## config.mk

```make
export PLATFORM = sky130hd
export DESIGN_NAME = servo_pwm_multi
export DESIGN_NICKNAME = d
export VERILOG_FILES = /design/src/rtl/servo_pkg.sv /design/src/rtl/servo_channel.sv /design/src/rtl/servo_pwm_multi.sv
export SDC_FILE = /design/constraint.sdc
export NUM_CORES = 1
export LEC_CHECK = 0
export ABC_AREA = 1
export ABC_CLOCK_PERIOD_IN_PS = 4300
export CORE_ASPECT_RATIO = 1.75
export CORE_MARGIN = 3
export CORE_UTILIZATION = 43
export DETAILED_ROUTE_END_ITERATION = 8
export SKIP_LAST_GASP = 1
export SYNTH_ARGS = -nofsm -noshare
export SYNTH_HDL_FRONTEND = slang
export SYNTH_SLANG_ARGS = --single-unit
export TNS_END_PERCENT = 10
```

## constraint.sdc

```tcl
create_clock -name clk -period 4.3 [get_ports clk]
set_clock_uncertainty 0.1 [all_clocks]
set_input_delay 0.86 -clock clk [delete_from_list [all_inputs] [get_ports clk]]
set_output_delay 0.86 -clock clk [all_outputs]
set_load 0.005 [all_outputs]
```

## src/rtl/servo_pkg.sv

```systemverilog
// Shared definitions for the multi-channel servo PWM block: run state and
// derived-constant helpers used by the top and the channel slices.
package servo_pkg;

    typedef enum logic [0:0] {
        StIdle = 1'b0,
        StRun  = 1'b1
    } state_e;

    localparam int unsigned UsPerSec = 1_000_000;

    function automatic int unsigned tick_div(input int unsigned clk_hz);
        return clk_hz / UsPerSec;
    endfunction

    function automatic int unsigned center_code(input int unsigned pos_w);
        return 32'd1 << (pos_w - 1);
    endfunction

    // Counter width able to hold 0..v-1, never narrower than one bit.
    function automatic int unsigned bits_for(input int unsigned v);
        return (v <= 1) ? 1 : $clog2(v);
    endfunction

endpackage

```

## src/rtl/servo_channel.sv

```systemverilog
// One servo output: target/current position registers, per-frame slew step,
// position-to-width mapping and the registered PWM comparator.
module servo_channel
    import servo_pkg::*;
#(
    parameter int unsigned POS_W   = 8,
    parameter int unsigned SLEW_W  = 8,
    parameter int unsigned FRAME_W = 15,
    parameter int unsigned MIN_US  = 1000,
    parameter int unsigned MAX_US  = 2000
) (
    input  logic               clk,
    input  logic               rst_n,
    input  logic               boundary_i,
    input  logic               run_i,
    input  logic [FRAME_W-1:0] frame_us_i,
    input  logic [SLEW_W-1:0]  slew_step_i,
    input  logic [POS_W-1:0]   pos_i,
    input  logic               load_i,
    output logic               pwm_o,
    output logic               at_target_o
);

    localparam int unsigned Span     = MAX_US - MIN_US;
    localparam int unsigned ProdW    = POS_W + $clog2(Span + 1);
    localparam int unsigned DiffW    = POS_W + 1;
    localparam int unsigned MagW     = (DiffW > SLEW_W) ? DiffW : SLEW_W;
    localparam int unsigned CenterI  = center_code(POS_W);
    localparam int unsigned WidthCtr = MIN_US + ((CenterI * Span) >> POS_W);

    localparam logic [POS_W-1:0]   Center   = POS_W'(CenterI);
    localparam logic [FRAME_W-1:0] WidthRst = FRAME_W'(WidthCtr);

    logic [POS_W-1:0]        target_q, target_d;
    logic [POS_W-1:0]        cur_q, cur_d;
    logic [FRAME_W-1:0]      width_q, width_d;
    logic                    pwm_q, pwm_d;
    logic signed [DiffW-1:0] diff;
    logic [DiffW-1:0]        diff_mag;
    logic [ProdW-1:0]        prod;

    always_comb begin
        target_d = load_i ? pos_i : target_q;
    end

    always_comb begin
        diff     = $signed({1'b0, target_q}) - $signed({1'b0, cur_q});
        diff_mag = diff[DiffW-1] ? DiffW'(-diff) : DiffW'(diff);
        cur_d    = cur_q;
        if (boundary_i) begin
            if ((slew_step_i == '0) || (MagW'(diff_mag) <= MagW'(slew_step_i))) begin
                cur_d = target_q;
            end else if (diff[DiffW-1]) begin
                cur_d = cur_q - POS_W'(slew_step_i);
            end else begin
                cur_d = cur_q + POS_W'(slew_step_i);
            end
        end
    end

    // Width lags cur by one clock; the top guarantees this settles inside us 0.
    always_comb begin
        prod    = ProdW'(cur_q) * ProdW'(Span);
        width_d = FRAME_W'(MIN_US) + FRAME_W'(prod >> POS_W);
        pwm_d   = run_i && (frame_us_i < width_q);
    end

    always_ff @(posedge clk or negedge rst_n) begin
        if (!rst_n) begin
            target_q <= Center;
            cur_q    <= Center;
            width_q  <= WidthRst;
            pwm_q    <= 1'b0;
        end else begin
            target_q <= target_d;
            cur_q    <= cur_d;
            width_q  <= width_d;
            pwm_q    <= pwm_d;
        end
    end

    assign pwm_o       = pwm_q;
    assign at_target_o = (cur_q == target_q);

endmodule

```

## src/rtl/servo_pwm_multi.sv

```systemverilog
// NUM_CH-channel RC-servo PWM generator: shared run state, microsecond
// prescaler and frame counter driving one servo_channel per output.
module servo_pwm_multi
    import servo_pkg::*;
#(
    parameter int unsigned NUM_CH    = 4,
    parameter int unsigned POS_W     = 8,
    parameter int unsigned CLK_HZ    = 50_000_000,
    parameter int unsigned PERIOD_US = 20000,
    parameter int unsigned MIN_US    = 1000,
    parameter int unsigned MAX_US    = 2000,
    parameter int unsigned SLEW_W    = 8
) (
    input  logic                    clk,
    input  logic                    rst_n,
    input  logic                    ena_in,
    input  logic [NUM_CH*POS_W-1:0] pos_in,
    input  logic [NUM_CH-1:0]       pos_valid,
    input  logic [SLEW_W-1:0]       slew_step,
    output logic [NUM_CH-1:0]       pwm_out,
    output logic                    frame_start,
    output logic [NUM_CH-1:0]       at_target
);

    localparam int unsigned TickDiv = tick_div(CLK_HZ);
    localparam int unsigned PresW   = bits_for(TickDiv);
    localparam int unsigned FrameW  = bits_for(PERIOD_US);

    localparam logic [PresW-1:0]  PresLast  = PresW'(TickDiv - 1);
    localparam logic [FrameW-1:0] FrameLast = FrameW'(PERIOD_US - 1);

    if (!((MIN_US < MAX_US) && (MAX_US < PERIOD_US))) begin : g_bad_range
        $error("servo_pwm_multi: need MIN_US < MAX_US < PERIOD_US");
    end
    if ((CLK_HZ % UsPerSec) != 0) begin : g_bad_clk
        $error("servo_pwm_multi: CLK_HZ must be a whole number of MHz");
    end
    if (TickDiv < 3) begin : g_bad_div
        $error("servo_pwm_multi: TICK_DIV must be at least 3");
    end

    state_e            state_q, state_d;
    logic [PresW-1:0]  presc_q, presc_d;
    logic [FrameW-1:0] frame_us_q, frame_us_d;
    logic              frame_start_q;
    logic              running;
    logic              us_tick;
    logic              frame_wrap;
    logic              boundary;

    // Counting only while enabled makes a drop of ena_in silence outputs on the next edge.
    assign running    = (state_q == StRun) && ena_in;
    assign us_tick    = running && (presc_q == PresLast);
    assign frame_wrap = us_tick && (frame_us_q == FrameLast);
    assign boundary   = ena_in && ((state_q == StIdle) || frame_wrap);

    always_comb begin
        state_d = state_q;
        unique case (state_q)
            StIdle:  if (ena_in) state_d = StRun;
            StRun:   if (!ena_in) state_d = StIdle;
            default: state_d = StIdle;
        endcase
    end

    always_comb begin
        presc_d    = presc_q;
        frame_us_d = frame_us_q;
        if (!running || boundary) begin
            presc_d    = '0;
            frame_us_d = '0;
        end else if (us_tick) begin
            presc_d    = '0;
            frame_us_d = frame_us_q + FrameW'(1);
        end else begin
            presc_d = presc_q + PresW'(1);
        end
    end

    always_ff @(posedge clk or negedge rst_n) begin
        if (!rst_n) begin
            state_q       <= StIdle;
            presc_q       <= '0;
            frame_us_q    <= '0;
            frame_start_q <= 1'b0;
        end else begin
            state_q       <= state_d;
            presc_q       <= presc_d;
            frame_us_q    <= frame_us_d;
            frame_start_q <= boundary;
        end
    end

    assign frame_start = frame_start_q;

    for (genvar i = 0; i < NUM_CH; i++) begin : g_ch
        servo_channel #(
            .POS_W  (POS_W),
            .SLEW_W (SLEW_W),
            .FRAME_W(FrameW),
            .MIN_US (MIN_US),
            .MAX_US (MAX_US)
        ) u_ch (
            .clk        (clk),
            .rst_n      (rst_n),
            .boundary_i (boundary),
            .run_i      (running),
            .frame_us_i (frame_us_q),
            .slew_step_i(slew_step),
            .pos_i      (pos_in[i*POS_W +: POS_W]),
            .load_i     (pos_valid[i]),
            .pwm_o      (pwm_out[i]),
            .at_target_o(at_target[i])
        );
    end

endmodule
```

* After elaboration in Yosys (flattened, before gate mapping)
Index checks and enable logic that the tools add are counted. W data, S select, Z words.
Word-level totals: output and inout bits 9, word-level logic and storage cells 95, bits of input ports 47, register bits 151
Cells by class: magnitude comparators 8, add/subtract/negate cells 22, multipliers 4, reduce and logical (&&, ||, !) cells 17, muxes and demuxes 17, equality and inequality tests 6, bitwise gates (word level) 1
Operators with widths (number):
- $mux W8 | 8
- $lt A15 B15 Y1 | 4
- $mul A8 B7 Y15 const B | 4
- $add A10 B10 Y11 const A | 4
- $le A9 B8 Y1 | 4
- $mux W9 | 4
- $neg A9 Y9 | 4
- $sub A8 B8 Y9 | 4
- $add A8 B8 Y8 | 4
- $eq A8 B8 Y1 | 4
- $sub A8 B8 Y8 | 4
- $mux W15 | 2
- $add A15 B1 Y15 const B | 1
- $eq A15 B15 Y1 const B | 1
- $mux W6 | 2
- $logic_and A1 B1 Y1 | 8
- $logic_not A8 Y1 | 1
- $add A6 B1 Y6 const B | 1
- $eq A6 B6 Y1 const B | 1
- $logic_or A1 B1 Y1 | 6
- $reduce_bool A2 Y1 | 1
- $logic_not A1 Y1 | 1
- $mux W1 | 1
- $not A1 Y1 | 1

* Depth between registers and ports, before layout
depth after elaboration 7, mapped depth 28, depth with buffers taken out 27

* Modules after synthesis
Synthesis repeated with hierarchy kept, for this count alone.
Unflattened totals: cells, all modules 2434, area, all modules 17947.2 µm²
Modules (own cells, without submodules):
- servo_channel (g_ch[1].u_ch) | area each 4191.5 µm², seq. area each 711.9 µm², times used 1, cells an instance 572
- servo_channel (g_ch[3].u_ch) | area each 4184.0 µm², seq. area each 711.9 µm², times used 1, cells an instance 576
- servo_channel (g_ch[2].u_ch) | area each 4156.5 µm², seq. area each 711.9 µm², times used 1, cells an instance 564
- servo_channel (g_ch[0].u_ch) | area each 4131.5 µm², seq. area each 711.9 µm², times used 1, cells an instance 562
- servo_pwm_multi | area each 1283.7 µm², seq. area each 575.6 µm², times used 1, cells an instance 160

* Least setup slack after synthesis
OpenSTA, ideal clock, no wires.
path kind register to register, start point reg g_ch[3].u_ch.cur_q[1], end point reg g_ch[3].u_ch.width_q[9], cell stages (with the launch flop) 19, period minus slack after synthesis 4385 ps, slack -85 ps, data required time 4083 ps, data arrival time 4167 ps, buffers on the path 0, setup time 117 ps, path through dfrtp_1 > fa_1 > inv_1 > fa_1 > fa_1 > fa_1 > inv_1 > ha_1 > nand2_1 > nor3_1 > nand2_1 > nand3_1 > xor2_1 > ha_1 > nand3b_1 > nor2_1 > nand3_1 > nand2_1 > nand2_1
Between the ends: cells in the longest elaborated chain, start to end 2
RTL lines:
- from (decl) | line servo_channel.sv:35 | logic [POS_W-1:0] cur_q, cur_d;
- from (signal assigned) | line servo_channel.sv:71 | cur_q <= Center;
- from (signal assigned) | line servo_channel.sv:76 | cur_q <= cur_d;
- $mul A8 B7 Y15 | line servo_channel.sv:63 | prod = ProdW'(cur_q) * ProdW'(Span);
- $add A10 B10 Y11 | line servo_channel.sv:64 | width_d = FRAME_W'(MIN_US) + FRAME_W'(prod >> POS_W);
- named net g_ch[3].u_ch.width_d[9] | line servo_channel.sv:36 | logic [FRAME_W-1:0] width_q, width_d;
- to (signal assigned) | line servo_channel.sv:72 | width_q <= WidthRst;
- to (signal assigned) | line servo_channel.sv:77 | width_q <= width_d;
- to (decl) | line servo_channel.sv:36
The timed path passes the listed nets, and every way through them passes these cells. A chain may end at the register's enable or synchronous reset.

* Worst setup path in the final report
Ends and elaborated chain as after synthesis.

==> impl_results.md <==
* Final period utilization at 101%
* Largest cells by area after synthesis: ha_1 21%, dfrtp_1 14%, nand2_1 13%, fa_1 10%, inv_1 9.5%
* PortBufs at 55
* Post-Route WL at 47200 um
* CP Class: flop to flop
* Slew headroom at 34.7%
* Root Buffer Master: clkbuf_16
* Synth unique cells at 57
* Via/cell ratio at 5.13
* RePlAce Congestion at 0.911
* Hold path cells at 1
* Clock-pin slew on the worst setup and hold paths at 70 ps
* Antenna diode count at 0
* Total negative slack at -64.5 ps
* Remaining antenna violation count at 0
* Top-area cell type share of the netlist area at 20.8%
* Synth Area in Adders at 31.1%
* Fmax at 231 MHz
* Routed len/inst at 15.8 um
* Post-synthesis area per instance at 7.44 sq um
* Post-synthesis compound-gate area fraction at 7.66%
* Net count after synthesis at 2740
* Clock Tree Buf Depth at 2
* Die area at 42600 sq um
* Max FO, Critical Path at 4
* Area of the multi-input gates at 12400 sq um
* Final worst slack at -27.9 ps
* Req. time, crit path at 4540 ps
* Total GRT Usage at 22.6%
* Reg area at 3430 sq um
* CP endpoint kind: flop
* Status: finished with violations
* Crit path DAT at 4570 ps
* Clk sink count at 135
* Hold Path Class: flop to flop
* Vias in the first global route at 15900
* Number of fill cells at 3949
* Crit start category: flop
* CTS Hold Buffers Added at 0
* Worst R2R Path Depth at 18
* Global route overflow at 0
* First-pass GRT wire length at 76700 um
* Pin count of the biggest net entering global routing at 97
* EDFF count, synth at 0
* Mux share of post-synthesis cell area at 0%
* Worst skew pair latency at 450 ps
* Initial core utilization at 43.8%
* Initial DRC Count at 478
* Max H-tree Level at 4
* RSZ-0062 raised after global routing: yes
* Leading area contributor after synthesis: ha_1
* Largest family of logic cells by synthesized area: adder cells
* Post-layout nets at 2912
* Post-synth ARST share at 100%
* CTS Buf Count at 17
* DP Wirelength at 38600 um
* TritonCTS clock tree: built
* Post-Syn Area at 17200 sq um
* P&R area growth vs syn at 17.5%
* Vias at 15300
* Synthesized flop and latch total at 135
* Post-synth top flop: dfrtp_1
* Vert. Die Dim at 271 um
* Final-report hold violation count at 0
* Slew Limit Fails at 0
* Die Width at 157 um
* Mapped Cells at 2318
* Failing checks: setup timing
* Num rows at 96
* Post-route DRC at 0
* Ys Warns at 0
* Period minus WS final at 4330 ps
* Most common cell in the netlist: nand2_1
* Top post-synthesis cells by count: 579 x nand2_1, 438 x inv_1, 287 x ha_1
* MaxCap Viol Count at 0
* Post-Synth XOR/XNOR Area at 5.26%
* Core Region at 39400 sq um
* Ratio of cells with drive above 1 in the final layout at 13.0%
* Worst-margin pin slew at 980 ps
* First-pass iteration count of the detailed router at 5
* Simple-gate area share of the yosys netlist at 25.6%
* Num ports at 56
* Final setup violation count at 3
* Initial antenna violation count at 0
* Register area share after synthesis at 19.9%
area by class of cell:
cell class,count,share of cell area [%]
clock inverters,13,0.840
multi-input cells,1711,61.3
flip-flops and latches,135,17.0
well taps,490,3.03
inverters,444,8.26
repair buffers,181,7.42
clock buffers,19,2.24
state kept, by name (all words and copies together), names as in the netlist:
register	cells
frame_start	1
frame_us_q	15
g_ch.u_ch.cur_q	32
g_ch.u_ch.pwm_o	4
g_ch.u_ch.target_q	32
g_ch.u_ch.width_q	44
presc_q	6
state_q	1
through the flow:
step / instances / hold slack (ps) / util, % / cell area, sq um / setup slack, ps
2_1_floorplan: 2318 / 361 / - / 17200 / 1.96
3_3_place_gp: 2944 / 377 / 48.4 / 19100 / -59.1
3_5_place_dp: 2944 / 393 / 48.4 / 19100 / -157
4_1_cts: 2982 / 399 / 50.3 / 19800 / -58.7
5_1_grt: 2993 / 414 / 51.4 / 20200 / -213
6_report: 2993 / 389 / 51.4 / 20200 / -27.9
logic make-up after synthesis:
family,count (synthesis)
simple gates,1004
buf+inv,472
fa+ha+maj,375
compound gates,231
flops,135
xor+xnor,101
final timing paths:
check                                               endpoint  slack, ps                               from
setup / recovery           g_ch[3].u_ch.width_q[9]$_DFF_PN0_        -30  g_ch[3].u_ch.cur_q[1]$_DFFE_PN0P_
hold / removal                          presc_q[0]$_DFF_PN0_        390               presc_q[0]$_DFF_PN0_
setup reg to reg           g_ch[3].u_ch.width_q[9]$_DFF_PN0_        -30  g_ch[3].u_ch.cur_q[1]$_DFFE_PN0P_
hold reg to reg                         presc_q[0]$_DFF_PN0_        390               presc_q[0]$_DFF_PN0_
max in group asynchronous  g_ch[0].u_ch.width_q[2]$_DFF_PN1_       2710                              rst_n
min in group asynchronous       g_ch[3].u_ch.pwm_o$_DFF_PN0_        410                              rst_n
timing repair:
item,CTS,global route
gates resized for setup,15,70
pin swaps,11,36
endpoints found under the setup margin,13,29
setup buffers,6,11
worst max-delay path, stage by stage, from the launching register on:
cell	delay, ps
dfrtp_2	440
fa_1	530
inv_1	50
fa_1	540
fa_1	440
fa_1	510
inv_2	50
ha_4	310
nand2_4	70
nor3_4	190
nand2_1	80
nand2_2	100
xor2_2	70
ha_2	180
nand3b_1	210
nor2_2	150
nand3_1	80
nand2_1	70
nand2_1	40
layer usage:
layer	track usage (%)	share of wire, %	vias up
met5	0	0	-
met4	11.4	5.1	0
met3	2.40	1.8	108
met2	43.8	56	231
met1	23.4	37	7255
li1	-	-	7752
layout by cell type, fill, tap and decap left out, types with 17 or more instances in the layout:
cell	netlist	final
nor2_1	113	101
xor2_1	59	53
clkdlybuf4s50_1	0	54
o21ai_0	83	79
inv_1	438	434
dfstp_2	36	36
buf_4	8	125
ha_1	287	266
nand2_1	579	571
nand3b_1	18	18
xnor2_1	39	38
nand4_1	33	33
clkbuf_16	0	17
fa_1	88	86
nand3_1	193	192
a21oi_1	95	88
dfrtp_1	99	91
Power is not shown: default switching activity piles up to over one toggle a cycle in this logic, so the estimate is an artifact.
==> variant (same settings) <==
`SLEW_W` is set to 8 in 2 places; all go to 6.
--- a/src/rtl/servo_channel.sv
+++ b/src/rtl/servo_channel.sv
@@ -5,5 +5,5 @@
 #(
     parameter int unsigned POS_W   = 8,
-    parameter int unsigned SLEW_W  = 8,
+    parameter int unsigned SLEW_W  = 6,
     parameter int unsigned FRAME_W = 15,
     parameter int unsigned MIN_US  = 1000,
--- a/src/rtl/servo_pwm_multi.sv
+++ b/src/rtl/servo_pwm_multi.sv
@@ -10,5 +10,5 @@
     parameter int unsigned MIN_US    = 1000,
     parameter int unsigned MAX_US    = 2000,
-    parameter int unsigned SLEW_W    = 8
+    parameter int unsigned SLEW_W    = 6
 ) (
     input  logic                    clk,
Ports: changed (resized slew_step); port bits go from 56 to 54. No check against the original RTL was run, so the function may have changed too.
==> variant against the original RTL <==
  * The flow still finishes with violations (negative setup slack)
  * Sequential cell count is the same
  * Wire length is 12% lower
  * Worst setup slack worse by 0.020 ns
  * Global-route usage down 2.1 points
  * Area after synthesis is 3.1% lower
  * Design area is 4.5% lower
  * Critical endpoint is now g_ch[1].u_ch.width_q[5]
Power is not shown: default switching activity piles up to over one toggle a cycle in this logic, so the estimate is an artifact.
==> variant: results (changes against the original RTL) <==
.. list-table::
   :header-rows: 1

   * - Metric
     - Value
   * - Worst-skew pair later-pin latency
     - around 0.44 ns
   * - Clk buf depth
     - 2 (unchanged)
   * - Distinct cells, synth
     - 52 (was 57)
   * - Number of DRC markers in iteration 0
     - 429 (was 478)
   * - Number of cells on the worst reg-to-reg path
     - 19 (was 18)
   * - Clock buffers created by TritonCTS
     - 17 (unchanged)
   * - Layout cell share with drive strength beyond 1
     - 14.4% (was 13.0%)
   * - Setup slack of the critical path after layout
     - -0.0474 ns (was -0.0279 ns)
   * - Hold WC Path Type
     - primary input to async pin (was flip-flop to flip-flop)
   * - Drc violations
     - 0 (unchanged)
   * - Count of fill cells added during filler insertion
     - 3,701 (was 3,949)
   * - IO buf count
     - 53 (was 55)
   * - Via count of the first global-routing pass
     - 14,817 (was 15,946)
   * - Failing checks
     - negative setup slack (unchanged)
   * - Arrival time of the worst setup path
     - 4.56 ns (was 4.57 ns)
   * - First-pass GRT wire length
     - 69,200 microns (was 76,700 microns)
   * - Worst-path fanout max
     - 4 (unchanged)
   * - Primary FF master, synth
     - dfrtp_1 (unchanged)
   * - Sequential-to-total area share from yosys stat
     - 20.5% (was 19.9%)
   * - Post-CTS clock slew at the launch and capture registers of the worst setup and hold paths
     - 0.06 ns
   * - Cell at the slowest stage of the critical path
     - fa_1 (unchanged)
   * - GP Congestion
     - 0.922 (was 0.911)
   * - Final setup violation count
     - 2 (was 3)
   * - Largest stage delay, worst path
     - 0.58 ns (was 0.54 ns)
   * - Antenna violations before repair
     - 0 (unchanged)
   * - Count of inserted antenna diode cells
     - 0 (unchanged)
   * - Actual slew at the worst max-slew pin
     - 0.771 ns (was 0.980 ns)
   * - Mapped Nets
     - 2,549 (was 2,740)
   * - Run status
     - complete, but fails checks (unchanged)
   * - Average wire length per cell after detail routing
     - 14.9 microns (was 15.8 microns)
   * - Kind of cell adding the most delay to the critical path
     - adder cells (unchanged)
   * - Top cells by count, synth
     - 461 x nand2_1, 393 x inv_1, 278 x ha_1 (was 579 x nand2_1, 438 x inv_1, 287 x ha_1)
   * - Number of levels the H-tree was split into
     - 4 (unchanged)
   * - Post-detail-place hpwl
     - 34,000 microns (was 38,600 microns)
   * - Final Net Count
     - 2,699 (was 2,912)
   * - Total grt overflow
     - 0 (unchanged)
   * - Pin count of the biggest net entering global routing
     - 81 (was 97)
   * - Area contributors post-synth
     - ha_1 21%, dfrtp_1 15%, fa_1 11% (was ha_1 21%, dfrtp_1 14%, nand2_1 13%)
   * - Share of async-settable or async-resettable flops after synthesis
     - 100% (unchanged)
   * - Vias after detailed routing
     - 14,271 (was 15,346)
   * - Total iterations of the first detailed-routing run
     - 5 (unchanged)
   * - Buffer cell driving the clock tree root
     - clkbuf_16 (unchanged)
   * - Synth Warn #
     - 0 (unchanged)
   * - Total routing usage reported by global routing
     - 20.5% (was 22.6%)
   * - Leading registers by flop count
     - g_ch.u_ch.width_q: 44 flops, g_ch.u_ch.cur_q: 32 flops, g_ch.u_ch.target_q: 32 flops (unchanged)
==> variant: cell types whose count changed after synthesis, moves of 11 or more <==
| cell | delta |
|---|---|
| o21ai_0 | -13 |
| nand2_1 | -118 |
| nor2_1 | -33 |
| nand2_2 | +14 |
| nand3_2 | +14 |
| inv_1 | -45 |
| buf_2 | -11 |
| nand3_1 | -34 |
| a21oi_1 | +13 |
==> variant: area by class of cell <==
class	count	share of cell area, %
Inverter	407	7.92
Timing Repair Buffer	164	7.12
Multi-Input combinational cell	1562	61.1
Clock inverter	8	0.505
Tap cell	480	3.11
Sequential cell	135	17.8
Clock buffer	24	2.49
==> variant: routing by layer <==
layer / vias to the layer above / share of wire (%) / global-route usage (%)
met2: 197 / 56 / 40.5
met3: 76 / 2.2 / 2.38
li1: 7188 / - / -
met1: 6810 / 39 / 22.1
met5: - / 0 / 0
met4: 0 / 3.1 / 7.14
==> variant: path summary, 6_finish.rpt <==
check                                           to                  start
min                             g_ch[0].u_ch.pwm_o                  rst_n
min in group clk                        presc_q[0]             presc_q[0]
max reg2reg                g_ch[1].u_ch.width_q[5]  g_ch[1].u_ch.cur_q[2]
max                        g_ch[1].u_ch.width_q[5]  g_ch[1].u_ch.cur_q[2]
min reg2reg                             presc_q[0]             presc_q[0]
max in group asynchronous    g_ch[2].u_ch.cur_q[7]                  rst_n
==> variant: what timing repair did <==
action / CTS / global route
setup buffers: 3 / 7
pin swaps: 9 / 40
hold buffers: 0 / 0
endpoints found under the setup margin: 9 / 26
gates resized for setup: 8 / 52
==> variant: cell families (layout without fill, tap and decap cells) <==
group	Yosys count	after routing	share of synthesized area, %
fa+ha+maj	367	367	31.5
buf+inv	440	603	10.3
compound gates	243	243	8.53
xor+xnor	102	102	5.58
simple gates	850	850	23.5
flops	135	135	20.5
==> variant: worst reg2reg max path: stages, from the launching register on <==
cell     delay, ns
dfrtp_2       0.43
fa_1          0.58
xor2_1        0.19
ha_2          0.30
fa_1          0.50
inv_2         0.04
fa_2          0.52
inv_1         0.06
ha_4          0.26
nand2_4       0.08
inv_2         0.05
a21oi_4       0.13
nand2_2       0.09
nand2_2       0.08
nand2_4       0.06
xor2_2        0.15
ha_2          0.20
buf_4         0.13
buf_4         0.12
xor2_1        0.16
==> variant: metrics by stage <==
stage	hold slack, ns	setup slack (ns)	instance area (sq um)	std cells	setup TNS, ns
2_1_floorplan	0.361	-0.0173	16700	2137	-0.0173
3_3_place_gp	0.389	-0.0105	18400	2738	-0.0196
3_5_place_dp	0.391	-0.0932	18400	2738	-0.261
4_1_cts	0.397	-0.0234	19100	2773	-0.0274
5_1_grt	0.406	-0.232	19300	2780	-2.45
6_report	0.374	-0.0474	19300	2780	-0.0808
